`src/rtl/mem_arbiter.sv`:
```
// mem_arbiter: shares one single-ported RAM between the instruction-fetch
// and data requesters. One access at a time, data wins by default with
// alternation under contention, and a watchdog aborts hung RAM accesses.
module mem_arbiter #(
  parameter int unsigned ADDR_W  = 32,
  parameter int unsigned DATA_W  = 32,
  parameter int unsigned TIMEOUT = 15
) (
  input  logic              CLK,
  input  logic              nRST,
  input  logic              iREN,
  input  logic [ADDR_W-1:0] iaddr,
  output logic [DATA_W-1:0] iload,
  output logic              iwait,
  input  logic              dREN,
  input  logic              dWEN,
  input  logic [ADDR_W-1:0] daddr,
  input  logic [DATA_W-1:0] dstore,
  output logic [DATA_W-1:0] dload,
  output logic              dwait,
  output logic              ram_ren,
  output logic              ram_wen,
  output logic [ADDR_W-1:0] ram_addr,
  output logic [DATA_W-1:0] ram_store,
  input  logic [DATA_W-1:0] ram_load,
  input  logic              ram_ready,
  output logic              err
);

  localparam int unsigned CNT_W = $clog2(TIMEOUT + 1);
  localparam logic [DATA_W-1:0] BAD_WORD = DATA_W'(32'hBAD1BAD1);

  typedef enum logic [2:0] {
    IDLE  = 3'd0,
    IACC  = 3'd1,
    DACC  = 3'd2,
    IRESP = 3'd3,
    DRESP = 3'd4
  } state_e;

  state_e            state_q, state_d;
  logic              ram_ren_q, ram_ren_d;
  logic              ram_wen_q, ram_wen_d;
  logic [ADDR_W-1:0] ram_addr_q, ram_addr_d;
  logic [DATA_W-1:0] ram_store_q, ram_store_d;
  logic [DATA_W-1:0] iload_q, iload_d;
  logic [DATA_W-1:0] dload_q, dload_d;
  logic              err_q, err_d;
  logic              last_d_q, last_d_d;
  logic [CNT_W-1:0]  cnt_q, cnt_d;

  logic              dreq;
  logic              take_i, take_d;
  logic [CNT_W-1:0]  cnt_inc;
  logic              expired;

  assign dreq    = dREN | dWEN;
  assign cnt_inc = cnt_q + CNT_W'(1);
  assign expired = (cnt_inc == CNT_W'(TIMEOUT));

  // Wait releases are combinational so the requester sees them in the response cycle itself.
  assign iwait = iREN & (state_q != IRESP);
  assign dwait = dreq & (state_q != DRESP);

  assign ram_ren   = ram_ren_q;
  assign ram_wen   = ram_wen_q;
  assign ram_addr  = ram_addr_q;
  assign ram_store = ram_store_q;
  assign iload     = iload_q;
  assign dload     = dload_q;
  assign err       = err_q;

  // State and registered outputs; reset also drops the RAM strobes asynchronously.
  always_ff @(posedge CLK or negedge nRST) begin
    if (!nRST) begin
      state_q     <= IDLE;
      ram_ren_q   <= 1'b0;
      ram_wen_q   <= 1'b0;
      ram_addr_q  <= '0;
      ram_store_q <= '0;
      iload_q     <= '0;
      dload_q     <= '0;
      err_q       <= 1'b0;
      last_d_q    <= 1'b0;
      cnt_q       <= '0;
    end else begin
      state_q     <= state_d;
      ram_ren_q   <= ram_ren_d;
      ram_wen_q   <= ram_wen_d;
      ram_addr_q  <= ram_addr_d;
      ram_store_q <= ram_store_d;
      iload_q     <= iload_d;
      dload_q     <= dload_d;
      err_q       <= err_d;
      last_d_q    <= last_d_d;
      cnt_q       <= cnt_d;
    end
  end

  // Arbitration, access sequencing and watchdog.
  always_comb begin
    state_d     = state_q;
    ram_ren_d   = ram_ren_q;
    ram_wen_d   = ram_wen_q;
    ram_addr_d  = ram_addr_q;
    ram_store_d = ram_store_q;
    iload_d     = iload_q;
    dload_d     = dload_q;
    err_d       = err_q;
    last_d_d    = last_d_q;
    cnt_d       = cnt_q;
    take_i      = 1'b0;
    take_d      = 1'b0;

    case (state_q)
      IDLE: begin
        // Data has priority unless it was served last and a fetch is waiting.
        if (dreq && iREN && last_d_q) begin
          take_i = 1'b1;
        end else if (dreq) begin
          take_d = 1'b1;
        end else if (iREN) begin
          take_i = 1'b1;
        end
      end
      IACC: begin
        cnt_d = cnt_inc;
        if (ram_ready) begin
          ram_ren_d = 1'b0;
          ram_wen_d = 1'b0;
          iload_d   = ram_load;
          state_d   = IRESP;
        end else if (expired) begin
          ram_ren_d = 1'b0;
          ram_wen_d = 1'b0;
          iload_d   = BAD_WORD;
          err_d     = 1'b1;
          state_d   = IRESP;
        end
      end
      DACC: begin
        cnt_d = cnt_inc;
        if (ram_ready) begin
          if (ram_ren_q) begin
            dload_d = ram_load;
          end
          ram_ren_d = 1'b0;
          ram_wen_d = 1'b0;
          state_d   = DRESP;
        end else if (expired) begin
          ram_ren_d = 1'b0;
          ram_wen_d = 1'b0;
          dload_d   = BAD_WORD;
          err_d     = 1'b1;
          state_d   = DRESP;
        end
      end
      IRESP, DRESP: begin
        ram_ren_d = 1'b0;
        ram_wen_d = 1'b0;
        state_d   = IDLE;
      end
      default: begin
        ram_ren_d = 1'b0;
        ram_wen_d = 1'b0;
        state_d   = IDLE;
      end
    endcase

    if (take_i) begin
      state_d    = IACC;
      ram_addr_d = iaddr;
      ram_ren_d  = 1'b1;
      ram_wen_d  = 1'b0;
      cnt_d      = '0;
      last_d_d   = 1'b0;
    end

    // A simultaneous read and write request is served as a write.
    if (take_d) begin
      state_d    = DACC;
      ram_addr_d = daddr;
      cnt_d      = '0;
      last_d_d   = 1'b1;
      if (dWEN) begin
        ram_wen_d   = 1'b1;
        ram_ren_d   = 1'b0;
        ram_store_d = dstore;
      end else begin
        ram_ren_d = 1'b1;
        ram_wen_d = 1'b0;
      end
    end
  end

endmodule
```
`config.mk`:
```
export PLATFORM = sky130hd
export DESIGN_NAME = mem_arbiter
export DESIGN_NICKNAME = d
export VERILOG_FILES = /design/src/rtl/mem_arbiter.sv
export SDC_FILE = /design/constraint.sdc
export NUM_CORES = 1
export LEC_CHECK = 0
export CORE_ASPECT_RATIO = 1.25
export CORE_MARGIN = 10
export CORE_UTILIZATION = 42
export DETAILED_ROUTE_END_ITERATION = 8
export HOLD_SLACK_MARGIN = 0.15
export PLACE_DENSITY = 0.85
export SYNTH_ARGS = -nofsm -noshare
export SYNTH_HDL_FRONTEND = slang
export SYNTH_SLANG_ARGS = --single-unit
```
`constraint.sdc`:
```
create_clock -name CLK -period 2.1 [get_ports CLK]
set_input_delay 0.42 -clock CLK [delete_from_list [all_inputs] [get_ports CLK]]
set_output_delay 0.42 -clock CLK [all_outputs]
set_load 0.01 [all_outputs]
```
After elaboration in Yosys (flattened, before gate mapping)
Index checks and enable logic that the tools add are counted.
{"block": "word_totals", "register_bits": 139, "out_inout_bits": 133, "wordCells": 72}
{"block": "classes", "add_sub_neg": 1, "eq_ne": 10, "muxes": 34, "n_bitwise": 4, "reduce_logical": 13}
{"operator": "$mux 32", "count": 6}
{"operator": "$mux 3", "count": 6}
{"operator": "$mux 1", "count": 17}
{"operator": "$mux 4", "count": 3}
{"operator": "$ne 5x5->1 const B", "count": 2}
{"operator": "$pmux 3 s3", "count": 1}
{"operator": "$reduce_and 3->1", "count": 3}
{"operator": "$ne 3x3->1 const B", "count": 2}
{"operator": "$reduce_and 2->1", "count": 3}
{"operator": "$ne 5x1->1 const B", "count": 1}
{"operator": "$add 4x1->4 const B", "count": 1}
{"operator": "$eq 4x4->1 const B", "count": 1}
{"operator": "$reduce_bool 2->1", "count": 2}
{"operator": "$eq 3x1->1 const B", "count": 1}
{"operator": "$eq 3x2->1 const B", "count": 1}
{"operator": "$logic_not 3->1", "count": 1}
{"operator": "$ne 3x2->1 const B", "count": 1}
{"operator": "$reduce_bool 3->1", "count": 1}
{"operator": "$and 1x1->1", "count": 2}
{"operator": "$logic_and 1x1->1", "count": 2}
{"operator": "$ne 2x1->1 const B", "count": 1}
{"operator": "$pmux 1 s2", "count": 1}
{"operator": "$reduce_or 2->1", "count": 1}
{"operator": "$not 1->1", "count": 1}
{"operator": "$or 1x1->1", "count": 1}

Depth between registers and ports, before layout
Gate-level depths: netlist (run 1).
{"block": "depth", "ltp_word": 7, "ltp_mapped": 8, "ltp_nobuf": 6}

Worst setup path before layout (run 1)
OpenSTA, ideal clock, no wires.
{"block": "synth_timing", "path_type": "reg-to-reg", "start": "register cnt_q[0]", "end": "register state_q[1]", "setup_ps": 136, "arrival_ps": 1719, "setup_slack_ps": 244, "path_stages_with_launch": 6, "n_path_buf": 0, "period_less_slack_ps": 1856, "cell_sequence": "dfrtp_1 -> inv_1 -> ha_1 -> a41oi_1 -> a21oi_4 -> or3_2"}
{"block": "synth_via", "elab_chain_cells": 4, "word_cells_on_any_way": 5, "classes_between": "1 x add/sub; 3 x eq/ne; 1 x reduce/logical"}
{"element": "start, declared", "line_no": "50", "rtl": "logic [CNT_W-1:0] cnt_q, cnt_d;"}
{"element": "start signal, assigned", "line_no": "96", "rtl": "cnt_q <= cnt_d;"}
{"element": "$add 4x1->4 (*)", "line_no": "58", "rtl": "assign cnt_inc = cnt_q + CNT_W'(1);"}
{"element": "$eq 4x4->1 (*)", "line_no": "59", "rtl": "assign expired = (cnt_inc == CNT_W'(TIMEOUT));"}
{"element": "$ne 5x5->1 (no line)"}
{"element": "$reduce_and 3->1 (no line) (*)"}
{"element": "end signal, assigned", "line_no": "87", "rtl": "state_q <= state_d;"}
{"element": "end, declared", "line_no": "41", "rtl": "state_e state_q, state_d;"}
Every way passes the cells marked *; elsewhere a longest branch is shown, timed or not.
A chain may end at the register's enable or synchronous reset.

Final worst setup path (run 1)
{"block": "layout_timing", "start": "register state_q[2]", "end": "output iwait"}
{"block": "layout_via", "elab_chain_cells": 2}
{"element": "$ne 3x2->1", "line_no": "62", "rtl": "assign iwait = iREN & (state_q != IRESP);"}
{"element": "$and 1x1->1", "line_no": "62"}
{"element": "end, declared", "line_no": "14", "rtl": "output logic iwait,"}
Every way passes these cells.

==> results.md, run 1 <==
* WL met2 at 10,400 µm
* Root buffer cell: clkbuf_16
* Slew at the pin closest to its max-slew limit at 0.686 ns
* Final hold vios at 0
* Worst min-delay path class: reg2reg
* Fin crit share at 95.7%
* RSZ-0062 raised after global routing: no
* DRT Pass-1 Iters at 4
* Min Tclk post-route at a little over 2 ns
* Skew-Pair Late Insertion Delay at roughly 0.4 ns
* Predominant post-synthesis flop cell: dfrtp_1
* WL per Instance at approximately 22 µm
* First-pass GRT wire length at roughly 31,000 µm
* Pre-CTS setup slack at -0.0231 ns
* Pwr Total at between 10 and 15 mW
* Die Wd at 125 µm
* Final core occ at 69.9%
* Final WL at 19,900 µm
* Met3 wire length at about 1700 µm
* Mapped Area at just under 6000 µm²
* Slew Limit Fails at 0
* Crit path kind: reg2out
* DR DRC count at 0
* Yosys warning count at 0
* Fin area at between 9000 and 10,000 µm²
* Syn_nets at between 500 and 600
* Final setup viols at 0
* Vias/cell at 5.43
* Post-synthesis cell count at between 400 and 500
* GRT Resource Usage Total at 20.5%
* Number of synthesized register bits at between 100 and 150
* Met1 wire length at 7080 µm
* Fillcell total at approximately 960
* Worst endpoint data arrival time at 1.59 ns
* Hold_ws at ~0.47 ns
* DIE HEIGHT at between 150 and 200 µm
* PwrDens at 1550 nW/µm²
* Gpl congestion at ~0.86
* Setup ws final at 0.0894 ns
* Largest net degree at the start of global routing at 55
* Placed Area at between 8000 and 9000 µm²
* Rel. slew slack at between 50% and 60%
* Count of cell types in the netlist at 46
* MaxCap Viol Count at 0
* Final clock skew at roughly 0.011 ns
* Commonest non-fill, non-tap cell in the layout: clkdlybuf4s50_1
* Seq/Total Area, Yosys at around three fifths
* Layout Area Growth over Synthesis at 61.5%
* Peak supply drop at about 0.83 mV
* Leakage at 4.14 nW
* Asr flop ratio synth at 100%
* Count of clock tree sinks at about 140
* Initial DRC Count at roughly 260
* Ant diodes at 0
* Worst-path clk slew at approximately 0.050 ns
* Number of synthesized flops with an enable pin at 0
* Worst endpoint required time at between 1.5 and 2 ns
* Layout cell share with drive strength beyond 1 at 14.5%
* Boundary Pins at 267
* Max Root-Sink Buffers at 2
* CTS tree: done
* CP Capture Type: primary output
* Initial antenna violation count at 0
* CP Launch Type: register
* Row count at 47
* Core footprint at 13,400 µm²
* Max Used Layer: met4
* HPWL Detailed at between 15,000 and 20,000 µm
* IO buf count at about 270
* Final #Nets at between 800 and 900
* Die area at roughly 19,000 µm²
* Commonest non-fill, non-tap cells in the layout: clkdlybuf4s50_1, dfrtp_1, a22o_1
* Post-route ant nets at 0
* Crit Path Max Fanout at 3
* Status: finished, final reports clean
* Gr ovfl total at 0
* Initial core utilization at a little over two fifths
* Vias in the first global route at 5,599
* TritonCTS buffer count at 17
* DR vias at between 5,000 and 6,000
* Syn_area_per_cell at 12.5 µm²
* H-tree levels at 4
* Fmax at 497 MHz
[cell type report]
class / count / area, µm² / share of cell area [%]
clock buffers: 19 / 443 / 4.73
inverters: 7 / 26.3 / 0.281
multi-input cells: 288 / 2140 / 22.8
flip-flops and latches: 139 / 3480 / 37.2
clock inverters: 11 / 146 / 1.56
repair buffers: 289 / 2920 / 31.1
well taps: 171 / 214 / 2.28
[per-layer routing]
layer | up-vias | global-route usage (%)
met5 | - | 0
met4 | 0 | 9.23
met3 | 39 | 8.25
met2 | 204 | 36.1
met1 | 2516 | 21.3
li1 | 2255 | -
[cells in the mapped netlist (2+ instances only)]
library cell  count  share of area, %
mux2_2           32               6.2
dfrtp_1         139                60
nor2_1            8              0.52
buf_6             5              0.97
a211oi_1          3              0.39
nor3b_2           2              0.43
nand3_1          20               1.7
clkbuf_1         12              0.78
ha_1              2              0.43
a21o_1           33               4.3
a31oi_1           2              0.22
a22o_1           46               6.9
buf_2            12               1.0
o21ai_0           4              0.35
o22a_1           10               1.5
o2bb2ai_1        14               2.1
a21oi_1          15               1.3
inv_1             7              0.45
nor3_1            4              0.35
nor2b_1          14               1.5
nand2_1          43               2.8
xnor2_1           4              0.60
nand2b_1          2              0.22
o22a_2            8               1.4
[path summary, 6_finish.rpt]
kind,startpoint,slack [ns],end,cells past startpoint
setup / recovery,state_q[2],0.09,iwait,2
hold / removal,err,0.47,err,1
setup reg to reg,cnt_q[0],0.13,dload[14],6
hold reg to reg,err,0.47,err,1
max in group asynchronous,nRST,0.99,dload[18],3
min in group asynchronous,nRST,0.48,iload[29],2
[sequential cells by signal, summed over array words and instances (netlist names)]
name,flops
dload,32
iload,32
ram_addr,32
ram_store,32
cnt_q,4
state_q,3
err,1
last_d_q,1
ram_ren,1
ram_wen,1
[per-stage QoR]
step | TNS, ns | std cells
finish | 0 | 924
CTS | 0 | 924
global placement | 0 | 890
floorplan | 0 | 463
global route | 0 | 924
detailed placement | -0.0397 | 890
[critical path, stage by stage, from the launching register on]
cell and delay (ns):
dfrtp_2 0.42, o31a_1 0.30, clkdlybuf4s50_1 0.48
[timing repair]
item	4_1_cts	5_1_grt
endpoints found under the setup margin	2	15
hold buffers	1	0
buffers inserted	3	0
resized for setup	3	2
endpoints found under the hold margin	23	0
[cell families (layout without fill, tap and decap cells)]
group	Yosys count	in the layout	share of synthesized area, %
simple gates	105	105	9.43
xor+xnor	4	4	0.604
buf+inv	36	326	3.24
compound gates	145	145	20.1
flops	139	139	60.0
mux	32	32	6.21
fa+ha+maj	2	2	0.431
[report_power, final]
part	internal [mW]	switching, mW
Combinational	3.94	2.87
Sequential	3.94	0.764
Clock	1.89	1.11
Total	9.77	4.75
(Power assumes the default switching activity.)
==> run 2: changes to the inputs <==
- ABC_CLOCK_PERIOD_IN_PS: default -> 2100
- MAX_ROUTING_LAYER: default -> met4
==> run 2 against run 1 <==
Clock power barely moved. Wire length rose by 0.50%. Sequential power barely moved. Combinational power barely moved. Sequential cell count did not move. Critical path depth did not move. Register-to-register slack barely moved. Count of clock-buffer cells in the layout did not move. Worst setup slack got worse by 0.0024 ns. Cell count did not move. Die area did not move. Largest cell class unchanged.
==> results.md, run 2 (synthesis results as in run 1) <==
* Row count at 47 (unchanged)
* Root buffer cell: clkbuf_16 (unchanged)
* Skew-Pair Late Insertion Delay at 0.41 ns (about the same)
* First-pass GRT wire length at 31,100 µm (was 31,200 µm)
* Setup ws final at 0.0870 ns (was 0.0894 ns)
* Commonest non-fill, non-tap cell in the layout: clkdlybuf4s50_1 (unchanged)
* Min Tclk post-route at 2.01 ns (about the same)
* H-tree levels at 4 (unchanged)
* Max Root-Sink Buffers at 2 (unchanged)
* Post-route ant nets at 0 (unchanged)
* Final hold vios at 0 (unchanged)
* Worst endpoint data arrival time at 1.59 ns (about the same)
* Met2 Track Usage GR at 36.0% (was 36.1%)
* Worst endpoint required time at 1.68 ns (about the same)
* Initial DRC Count at 262 (was 263)
* P_int at 9.77 mW (about the same)
* Peak supply drop at 0.839 mV (was 0.832 mV)
* Gr ovfl total at 0 (unchanged)
* GR Util met3 at 6.68% (was 8.25%)
* TritonCTS buffer count at 17 (unchanged)
* Seq pwr share at 32.4% (about the same)
* PwrDens at 1550 nW/µm² (about the same)
* Worst min-delay path class: in2async (was reg2reg)
* MaxCap Viol Count at 0 (unchanged)
* Layout Area Growth over Synthesis at 61.5% (unchanged)
* CTS tree: done (unchanged)
* Layout cell share with drive strength beyond 1 at 14.5% (unchanged)
* Switching pwr at 4.77 mW (was 4.75 mW)
* Hold_ws at 0.469 ns (was 0.466 ns)
* Rel. slew slack at 53.0% (was 54.2%)
* Initial core utilization at 43.3% (unchanged)
* Slew at the pin closest to its max-slew limit at 0.703 ns (was 0.686 ns)
* GRT Resource Usage Total at 21.2% (was 20.5%)
* RSZ-0062 raised after global routing: no (unchanged)
* Switching share of power at 32.8% (was 32.7%)
* DRT Pass-1 Iters at 7 (was 4)
* HPWL Detailed at 15,100 µm (unchanged)
* Ant diodes at 0 (unchanged)
* Pre-CTS setup slack at -0.0231 ns (unchanged)
* Die Wd at 125 µm (unchanged)
* Final setup viols at 0 (unchanged)
* Status: finished, final reports clean (unchanged)
* Gate power share at 46.9% (about the same)
* Final #Nets at 878 (unchanged)
* Vias in the first global route at 5,636 (was 5,599)
* Grt peak-use layer: met2 (unchanged)
* Clk pwr share at 20.7% (was 20.6%)
* Largest net degree at the start of global routing at 55 (unchanged)
* CP Launch Type: register (unchanged)
* Final clock skew at 0.0108 ns (was 0.0111 ns)
* Fmax at 497 MHz (about the same)
* Fin crit share at 95.9% (was 95.7%)
* Slew Limit Fails at 0 (unchanged)
* Initial antenna violation count at 0 (unchanged)
* Leakage at 4.14 nW (unchanged)
* DR DRC count at 0 (unchanged)
* DR vias at 5,032 (was 5,014)
* Vias/cell at 5.45 (was 5.43)
* Count of clock tree sinks at 139 (unchanged)
* WL per Instance at 21.6 µm (was 21.5 µm)
* Met1 Usage GRT at 22.5% (was 21.3%)
* Crit Path Max Fanout at 3 (unchanged)
* Commonest non-fill, non-tap cells in the layout: clkdlybuf4s50_1, dfrtp_1, a22o_1 (unchanged)
* Gpl congestion at 0.875 (was 0.861)
* IO buf count at 266 (unchanged)
* Crit path kind: reg2out (unchanged)
* Worst-path clk slew at 0.06 ns (was 0.05 ns)
* Core footprint at 13,400 µm² (unchanged)
* Die area at 18,900 µm² (unchanged)
* DIE HEIGHT at 151 µm (unchanged)
* CP Capture Type: primary output (unchanged)
* Final WL at 20,000 µm (was 19,900 µm)
* Boundary Pins at 267 (unchanged)
## run 2: cell counts in the layout (fill, tap and decap cells not counted)
Identical to the previous run, type by type.
## run 2: path summary, 6_finish.rpt
path	start	to	slack, ns	depth (start not counted)
worst max-delay path	state_q[2]	iwait	0.09	2
worst min-delay path	nRST	iload[29]	0.47	2
worst max register to register	cnt_q[0]	dload[14]	0.12	6
worst min register to register	err	err	0.47	1
max in group asynchronous	nRST	dload[26]	1.00	3
min in group CLK	err	err	0.47	1
## run 2: area by class of cell
class	instances	area, µm²
fill	955	4040
sequential	139	3480
timing repair buffer	289	2920
multi-input combinational	288	2140
clock buffer	19	443
tap	171	214
clock inverter	11	146
inverter	7	26.3
## run 2: per-layer routing
| metal | share of wire (%) | wire, µm |
|---|---|---|
| met1 | 38 | 7630 |
| met2 | 52 | 10400 |
| met3 | 6.5 | 1310 |
| met4 | 3.3 | 667 |
| met5 | 0 | 0 |
## run 2: worst max-delay path, stage by stage, from the launching register on
cell and delay (ns):
dfrtp_2 0.42, o31a_1 0.30, clkdlybuf4s50_1 0.48
## run 2: power by group through the flow
stage | combinational (mW) | sequential (mW) | clock, mW
4_1_cts | 6.93 | 4.71 | 3.06
2_1_floorplan | 2.66 | 5.19 | 0
5_1_grt | 7.33 | 4.86 | 3.18
3_3_place_gp | 6.59 | 4.68 | 0
6_report | 6.82 | 4.71 | 3.01
3_5_place_dp | 6.78 | 4.78 | 0
## run 2: metrics by stage
step / TNS, ns / std cells / total power, mW / area (µm²) / utilization (%)
6_report: 0 / 924 / 14.5 / 9370 / 69.9
2_1_floorplan: 0 / 463 / 7.85 / 5800 / -
4_1_cts: 0 / 924 / 14.7 / 9360 / 69.8
3_3_place_gp: 0 / 890 / 11.3 / 8740 / 65.2
5_1_grt: 0 / 924 / 15.4 / 9370 / 69.9
3_5_place_dp: -0.0397 / 890 / 11.6 / 8740 / 65.2
## run 2: timing repair
| action | CTS | global route |
|---|---|---|
| pin swaps | 0 | 0 |
| hold buffers | 1 | 0 |
| gates resized for setup | 3 | 2 |
| setup endpoints to repair | 2 | 15 |
| setup buffers | 3 | 0 |
| hold endpoints to repair | 23 | 0 |
